### config.mk
export PLATFORM = sky130hd
export DESIGN_NAME = instr_encoder_flat
export DESIGN_NICKNAME = d
export VERILOG_FILES = /design/src/rtl/instr_encoder_if.sv /design/src/rtl/instr_encoder.sv /design/src/flat_wrapper.sv
export SDC_FILE = /design/constraint.sdc
export NUM_CORES = 1
export LEC_CHECK = 0
export BUFFER_PORTS_ARGS = -buffer_cell sky130_fd_sc_hd__clkbuf_2
export CELL_PAD_IN_SITES_DETAIL_PLACEMENT = 1
export CELL_PAD_IN_SITES_GLOBAL_PLACEMENT = 1
export CORE_MARGIN = 4
export CORE_UTILIZATION = 26
export CTS_CLUSTER_SIZE = 25
export DETAILED_ROUTE_END_ITERATION = 7
export PLACE_DENSITY = 0.69
export SYNTH_ARGS = -nofsm -noshare
export SYNTH_HDL_FRONTEND = slang
export SYNTH_SLANG_ARGS = --single-unit
### constraint.sdc
create_clock -name clk -period 3 [get_ports clk]
set_clock_uncertainty 0.2 [all_clocks]
set_input_delay 0.6 -clock clk [delete_from_list [all_inputs] [get_ports clk]]
set_output_delay 0.6 -clock clk [all_outputs]
set_load 0.05 [all_outputs]
### src/rtl/instr_encoder_if.sv
// Request/response bundle for the instruction encoder.
// master drives requests and consumes words; slave is the encoder.
interface instr_encoder_if #(
    parameter int ADDR_W = 32
);
    logic              inValid;
    logic              inReady;
    logic [1:0]        fmt;
    logic [5:0]        opCode;
    logic [5:0]        funct;
    logic [4:0]        rs;
    logic [4:0]        rt;
    logic [4:0]        rd;
    logic [4:0]        shamt;
    logic [25:0]       immediate;
    logic              outValid;
    logic              outReady;
    logic [31:0]       outInstr;
    logic [ADDR_W-1:0] outAddr;
    logic              outErr;

    modport master (
        output inValid, fmt, opCode, funct,
        output rs, rt, rd, shamt, immediate,
        output outReady,
        input  inReady, outValid, outInstr,
        input  outAddr, outErr
    );

    modport slave (
        input  inValid, fmt, opCode, funct,
        input  rs, rt, rd, shamt, immediate,
        input  outReady,
        output inReady, outValid, outInstr,
        output outAddr, outErr
    );
endinterface

### src/rtl/instr_encoder.sv
// Packs decoded MIPS fields into 32-bit words with sequential addresses.
// Define INSTR_ENCODER_CHECK_EN to flag illegal requests as NOP + outErr.
module instr_encoder #(
    parameter int ADDR_W    = 32,
    parameter int ERR_CNT_W = 8
) (
    input  logic                 clk,
    input  logic                 reset_n,
    input  logic                 start,
    input  logic [ADDR_W-1:0]    baseAddr,
    instr_encoder_if.slave       bus,
    output logic [ERR_CNT_W-1:0] errCount,
    output logic [ADDR_W-1:0]    wordCount
);
    logic              live;
    logic              accept;
    logic              out_fire;
    logic [31:0]       packed_word;
    logic [31:0]       word;
    logic              err;
    logic [ADDR_W-1:0] addr_cnt;
    logic [ADDR_W-1:0] addr_use;

    // Holds inReady low until the first edge after reset release.
    always_ff @(posedge clk or negedge reset_n) begin
        if (!reset_n) live <= 1'b0;
        else          live <= 1'b1;
    end

    assign bus.inReady = live & (~bus.outValid | bus.outReady);
    assign accept      = bus.inValid & bus.inReady;
    assign out_fire    = bus.outValid & bus.outReady;

    always_comb begin
        packed_word = '0;
        unique case (bus.fmt)
            2'd0: packed_word = {bus.opCode, bus.rs, bus.rt,
                                 bus.rd, bus.shamt, bus.funct};
            2'd1: packed_word = {bus.opCode, bus.rs, bus.rt,
                                 bus.immediate[15:0]};
            2'd2: packed_word = {bus.opCode, bus.immediate};
            2'd3: begin
                // CO bit set: rt/rd carry no meaning and are zeroed
                if (bus.rs[4])
                    packed_word = {6'b010000, bus.rs, 10'b0,
                                   5'b0, bus.funct};
                else
                    packed_word = {6'b010000, bus.rs, bus.rt,
                                   bus.rd, 5'b0, bus.funct};
            end
        endcase
    end

`ifdef INSTR_ENCODER_CHECK_EN
    logic bad;
    logic imm_ok;

    assign imm_ok = (bus.immediate[25:16] == 10'h000) ||
                    (bus.immediate[25:16] == 10'h3FF);

    always_comb begin
        bad = 1'b0;
        unique case (bus.fmt)
            2'd0: bad = !(bus.opCode == 6'h00 ||
                          bus.opCode == 6'h1C);
            2'd1: bad = !imm_ok ||
                        bus.opCode == 6'h00 ||
                        bus.opCode == 6'h02 ||
                        bus.opCode == 6'h03 ||
                        bus.opCode == 6'h10 ||
                        bus.opCode == 6'h1C;
            2'd2: bad = !(bus.opCode == 6'h02 ||
                          bus.opCode == 6'h03);
            2'd3: bad = bus.opCode != 6'h10;
        endcase
    end

    assign err  = bad;
    assign word = bad ? 32'h0 : packed_word;

    always_ff @(posedge clk or negedge reset_n) begin
        if (!reset_n)
            errCount <= '0;
        else if (out_fire && bus.outErr && !(&errCount))
            errCount <= errCount + 1'b1;
    end
`else
    assign err      = 1'b0;
    assign word     = packed_word;
    assign errCount = '0;
`endif

    assign addr_use = start ? baseAddr : addr_cnt;

    always_ff @(posedge clk or negedge reset_n) begin
        if (!reset_n)
            addr_cnt <= '0;
        else if (accept)
            addr_cnt <= addr_use + ADDR_W'(4);
        else if (start)
            addr_cnt <= baseAddr;
    end

    always_ff @(posedge clk or negedge reset_n) begin
        if (!reset_n) begin
            bus.outValid <= 1'b0;
            bus.outInstr <= '0;
            bus.outAddr  <= '0;
            bus.outErr   <= 1'b0;
        end else if (accept) begin
            bus.outValid <= 1'b1;
            bus.outInstr <= word;
            bus.outAddr  <= addr_use;
            bus.outErr   <= err;
        end else if (out_fire) begin
            bus.outValid <= 1'b0;
        end
    end

    always_ff @(posedge clk or negedge reset_n) begin
        if (!reset_n)
            wordCount <= '0;
        else if (start)
            wordCount <= '0;
        else if (out_fire)
            wordCount <= wordCount + 1'b1;
    end
endmodule
### src/flat_wrapper.sv
// flat-port wrapper written by rule: the top's interface ports become plain ports
module instr_encoder_flat 
#(
    parameter int ADDR_W    = 32,
    parameter int ERR_CNT_W = 8
)
  (clk, reset_n, start, baseAddr, errCount, wordCount, bus_inValid, bus_fmt, bus_opCode, bus_funct, bus_rs, bus_rt, bus_rd, bus_shamt, bus_immediate, bus_outReady, bus_inReady, bus_outValid, bus_outInstr, bus_outAddr, bus_outErr);
  instr_encoder_if #(.ADDR_W(ADDR_W)) bus_i ();
  input  logic clk;
  input  logic reset_n;
  input  logic start;
  input  logic [ADDR_W-1:0] baseAddr;
  output logic [ERR_CNT_W-1:0] errCount;
  output logic [ADDR_W-1:0] wordCount;
  input wire logic [$bits(bus_i.inValid)-1:0] bus_inValid;
  input wire logic [$bits(bus_i.fmt)-1:0] bus_fmt;
  input wire logic [$bits(bus_i.opCode)-1:0] bus_opCode;
  input wire logic [$bits(bus_i.funct)-1:0] bus_funct;
  input wire logic [$bits(bus_i.rs)-1:0] bus_rs;
  input wire logic [$bits(bus_i.rt)-1:0] bus_rt;
  input wire logic [$bits(bus_i.rd)-1:0] bus_rd;
  input wire logic [$bits(bus_i.shamt)-1:0] bus_shamt;
  input wire logic [$bits(bus_i.immediate)-1:0] bus_immediate;
  input wire logic [$bits(bus_i.outReady)-1:0] bus_outReady;
  output wire logic [$bits(bus_i.inReady)-1:0] bus_inReady;
  output wire logic [$bits(bus_i.outValid)-1:0] bus_outValid;
  output wire logic [$bits(bus_i.outInstr)-1:0] bus_outInstr;
  output wire logic [$bits(bus_i.outAddr)-1:0] bus_outAddr;
  output wire logic [$bits(bus_i.outErr)-1:0] bus_outErr;
  assign bus_i.inValid = bus_inValid;
  assign bus_i.fmt = bus_fmt;
  assign bus_i.opCode = bus_opCode;
  assign bus_i.funct = bus_funct;
  assign bus_i.rs = bus_rs;
  assign bus_i.rt = bus_rt;
  assign bus_i.rd = bus_rd;
  assign bus_i.shamt = bus_shamt;
  assign bus_i.immediate = bus_immediate;
  assign bus_i.outReady = bus_outReady;
  assign bus_inReady = bus_i.inReady;
  assign bus_outValid = bus_i.outValid;
  assign bus_outInstr = bus_i.outInstr;
  assign bus_outAddr = bus_i.outAddr;
  assign bus_outErr = bus_i.outErr;
  instr_encoder #(.ADDR_W(ADDR_W), .ERR_CNT_W(ERR_CNT_W)) u_core (.clk(clk), .reset_n(reset_n), .start(start), .baseAddr(baseAddr), .bus(bus_i), .errCount(errCount), .wordCount(wordCount));
endmodule
; ---- Yosys cells after proc, flatten, opt, wreduce, memory -nomap -nowiden
; Cells that the tools add are included.
[word_totals]
reg_bits = 130
inputBits = 97
[op_classes]
bitwise = 5
n_addsub = 2
muxes = 8
n_reduce_logical = 3
n_eq_ne = 3
[op_table]
columns = operator, n
row1 = 32-bit 2-to-1 mux, 4
row2 = 32-bit case mux with 4 select lines, 1
row3 = 32-bit by 1-bit adder with 32-bit output (second input constant), 1
row4 = 32-bit by 3-bit adder with 32-bit output (second input constant), 1
row5 = 26-bit 2-to-1 mux, 1
row6 = 2-bit equality test (second input constant), 2
row7 = 2-bit nonzero test, 2
row8 = 1-bit bitwise AND, 3
row9 = 2-bit by 1-bit equality test with 1-bit output (second input constant), 1
row10 = 2-bit logical NOT, 1
row11 = 1-bit 2-to-1 mux, 2
row12 = 1-bit inverter, 1
row13 = 1-bit OR, 1

; ---- Depth between registers and ports, before layout
[logic_depth]
ltp_word = 5
depth_mapped = 13

; ---- Least setup slack after synthesis
; OpenSTA, ideal clock, no wires.
[synth_timing]
path_kind = input-to-reg
startpoint = input start
endpoint = register u_core.addr_cnt[26]
setup_ns = 0.128
required_time_ns = 2.672
stages = 13
arrival_ns = 2.892
path_buffers = 4
slack_ns = -0.220
path_cell_list = buf_2 buf_4 buf_2 buf_2 mux2i_1 inv_1 ha_1 inv_1 nor4_2 nand4_1 nor2_1 nand2_1 xor2_1
[synth_via]
elab_chain_len = 3
[synth_rtl]
columns = item, line
row1 = "start, declared", flat_wrapper.sv:11  ; input logic start;
row2 = 32-bit 2-to-1 mux, instr_encoder.sv:93  ; assign addr_use = start ? baseAddr : addr_cnt;
row3 = named net u_core.addr_use[3], instr_encoder.sv:22  ; logic [ADDR_W-1:0] addr_use;
row4 = 32-bit by 3-bit adder with 32-bit output, instr_encoder.sv:99  ; addr_cnt <= addr_use + ADDR_W'(4);
row5 = 32-bit 2-to-1 mux, instr_encoder.sv:98  ; else if (accept)
row6 = "end signal, assigned", instr_encoder.sv:99
row7 = "end signal, assigned", instr_encoder.sv:101  ; addr_cnt <= baseAddr;
row8 = "end, declared", instr_encoder.sv:21  ; logic [ADDR_W-1:0] addr_cnt;
; The timed path passes the listed nets, and every way through them passes these cells.
; A chain may end at the register's enable or synchronous reset.

; ---- Worst setup path in the final report
[layout_timing]
startpoint = register u_core.wordCount[5]
endpoint = register u_core.wordCount[27]
[layout_via]
elab_chain_len = 3
[layout_rtl]
columns = item, line
row1 = "start, declared", instr_encoder.sv:13  ; output logic [ADDR_W-1:0] wordCount
row2 = "start signal, assigned", instr_encoder.sv:126  ; wordCount <= wordCount + 1'b1;
row3 = 32-bit by 1-bit adder with 32-bit output, instr_encoder.sv:126
row4 = 32-bit 2-to-1 mux, instr_encoder.sv:125  ; else if (out_fire)
row5 = 32-bit 2-to-1 mux, instr_encoder.sv:123  ; else if (start)
; Every way passes these cells. The select of a mux whose other input is x is not followed.

==> metrics.txt <==
status=complete, no violations; Clock Path Buffers=2; sequential share of the synthesized area=between 50% and 60%; VDD IR-drop max=roughly 280 uV; setup violators final=0; Crit. Startpoint=u_core.wordCount[5]; Crit path arrival time=between 2 and 3 ns; GR Overflow Total=0; total CTS buffers=17; CP Capture Type=register; IO Port Bufs=slightly below 200; residual antenna-violating net count after detailed routing=0; r2r setup slk=between 0.4 and 0.5 ns; HP Class=in -> reg; Detailed Route WL=between 15000 and 20000 um; fraction of the mapped netlist area in adder cells=less than 1%; Slew Limit Fails=0; min Tclk post-route=between 2 and 3 ns; Post-Synthesis Mean Instance Area=a little under 10 um2; die height=around 160 um; RSZ-0062 raised after global routing=no; share of the synthesized area in the top cell type=50.9%; clock sink total=130; period utilization=a little over four fifths; end of the worst register-to-register path=u_core.wordCount[27]; TNS Setup=0 ns; Simple-Gate Fraction of Synth Area=about a fifth; share of flip-flops with an asynchronous set or reset=100%; Synth Area in Compound Gates=8.33%; Slew @ Worst Pin=roughly 1.1 ns; row cnt=57; Vias/cell=4.55; Startpoint Class=register; GR Util All Layers=14.8%; Syn Inst Count=659; Post-synth EDFFs=0; YS warnings=0; Ports=204; full die area=approximately 27000 um2; NumNets Final=953; Setup crit end=u_core.wordCount[27]; cell taking the most area after synthesis=dfrtp_1; initial antenna violation count=0; Netlist cell types=45; Synth Area in XOR/XNOR=around 8.5%; Pwr Density=648 nW/um2; detailed-placement wirelength estimate=roughly 15000 um; Yosys reg bits=130; Vias=approximately 5400; Rel. slew slack=slightly below 30%; post-synthesis mux area share=under 10%; pin count of the biggest net entering global routing=66; Synth Flop Type=dfrtp_1; WL/cell=between 15 and 20 um; commonest non-fill, non-tap cell in the layout=clkbuf_2; setup bufs post-CTS=0; largest family of logic cells by synthesized area=simple AND/OR/NAND/NOR gates; Req. time, crit path=roughly 3.1 ns; first-pass GRT wire length=approximately 32000 um; fillers=2876; Antenna diodes=0; Pre-antenna DRT Iters=4; vias in the first global route=6008; Initial DRC Count=190; crit path max fanout=8; Die X=between 150 and 200 um; Netlist Area Pre-Place=roughly 6400 um2; cells on worst reg2reg path=5; fmax=0.397 GHz; CTS clock-pin slew for the worst setup and hold paths=~0.070 ns; Initial Utilization=a little over a quarter; leak pwr=3.95 nW; layout cells sized above 1=between 20% and 30%; Skew-Pair Late Insertion Delay=approximately 0.41 ns; H-tree depth=4; R2R Path Start=u_core.wordCount[5]; CTS tree=built; top cells by area, synth=dfrtp_1 (51%), mux2i_1 (6.7%), nand2_1 (6.3%); final core occ=about a third; DR DRC count=0; final hold vios=0; Area Growth Syn to Fin=30.7%; Placer Congestion=0.770; number of max-cap violations=0; clk root buf=clkbuf_16; Core ar.=approximately 24000 um2; CP Class=reg -> reg; leading cell types in the layout, fill and taps excluded=clkbuf_2 (192), dfrtp_1 (130), nand2_1 (108), nor2_1 (68), o21ai_0 (51)
-- worst max-delay path, cell delays in order, from the launching register on --
cell and delay, ns:
dfrtp_1 0.43, nand4_1 0.18, or4_1 0.70, or4_1 0.47, or3_1 0.32, a21oi_1 0.15
-- state kept, by name (all words and copies together), names as in the netlist --
name                 flops
u_core.wordCount        32
u_core.bus.outInstr     32
u_core.addr_cnt         32
u_core.live              1
u_core.bus.outValid      1
u_core.bus.outAddr      32
-- metrics by stage --
stage	area (um2)	power, mW	cells	hold WS, ns	setup slack [ns]
after global placement	7760	3.42	1158	0.249	0.240
after global routing	8350	5.73	1191	0.204	0.316
after floorplan	6430	3.01	667	0.104	0.114
after CTS	8350	5.53	1191	0.188	0.452
after detailed placement	7760	3.44	1158	0.263	0.137
final	8350	5.41	1191	0.209	0.479
-- synthesized netlist by cell type, types with 2 or more instances --
cell type and n:
dfrtp_1 130, nand2_1 108, nor2_1 70, o21ai_0 51
mux2i_1 43, xor2_1 36, nand3_1 32, xnor2_1 26
clkbuf_1 19, a21oi_1 16, nand4_1 14, a221oi_1 10
buf_4 10, inv_1 8, nor2b_1 8, and3_1 7
buf_2 7, mux2_2 6, nand3b_1 6, and2_1 5
a22oi_1 4, nor4_1 4, a32o_1 3, and4_1 3
buf_1 3, nand4b_1 3, or2_2 3, conb_1 2
ha_1 2, nand2b_1 2, nor3_1 2, or3_1 2
or4_1 2
-- where the power goes --
group          internal, mW  total (mW)  switching [mW]
sequential             1.96        2.08           0.128
clock                  1.17        2.03           0.862
combinational         0.322        1.30           0.980
-- cell type report --
class | count | area, um2 | share of cell area (%)
Multi-Input combinational cell | 490 | 2970 | 35.6
Sequential cell | 130 | 3250 | 39.0
Inverter | 8 | 30.0 | 0.360
Clock buffer | 18 | 429 | 5.14
Tap cell | 324 | 405 | 4.86
Clock inverter | 14 | 145 | 1.74
Timing Repair Buffer | 207 | 1120 | 13.4
-- how the worst min path moves through the flow --
stage	from	to	slack [ns]	cells past startpoint
floorplan	reset_n	u_core.addr_cnt[0]	0.10	0
global placement	u_core.bus.outInstr[29]	u_core.bus.outInstr[29]	0.25	2
detailed placement	u_core.bus.outInstr[29]	u_core.bus.outInstr[29]	0.26	2
CTS	bus_opCode[3]	u_core.bus.outInstr[29]	0.19	3
global route	bus_opCode[3]	u_core.bus.outInstr[29]	0.20	3
finish	bus_opCode[3]	u_core.bus.outInstr[29]	0.21	3
-- logic make-up (layout without fill, tap and decap cells) --
logic type,after synthesis,in the layout
fa+ha+maj,2,2
compound gates,90,90
buf+inv,47,247
flops,130,130
mux,49,49
xor+xnor,62,62
other cells,2,10
simple gates,277,277
-- per-layer routing --
metal  vias to the layer above  global-route usage, %  routed length [um]
met3                         7                   4.97                1210
li1                       2631                      -                   -
met5                         -                      0                   0
met1                      2641                   18.5                8660
met2                       139                   24.7                9320
met4                         0                   3.29                 145
-- timing repair --
action | CTS | global route
hold buffers | 1 | 0
endpoints found under the hold margin | 42 | 0
resized for setup | 0 | 0
(Power assumes the default switching activity.)
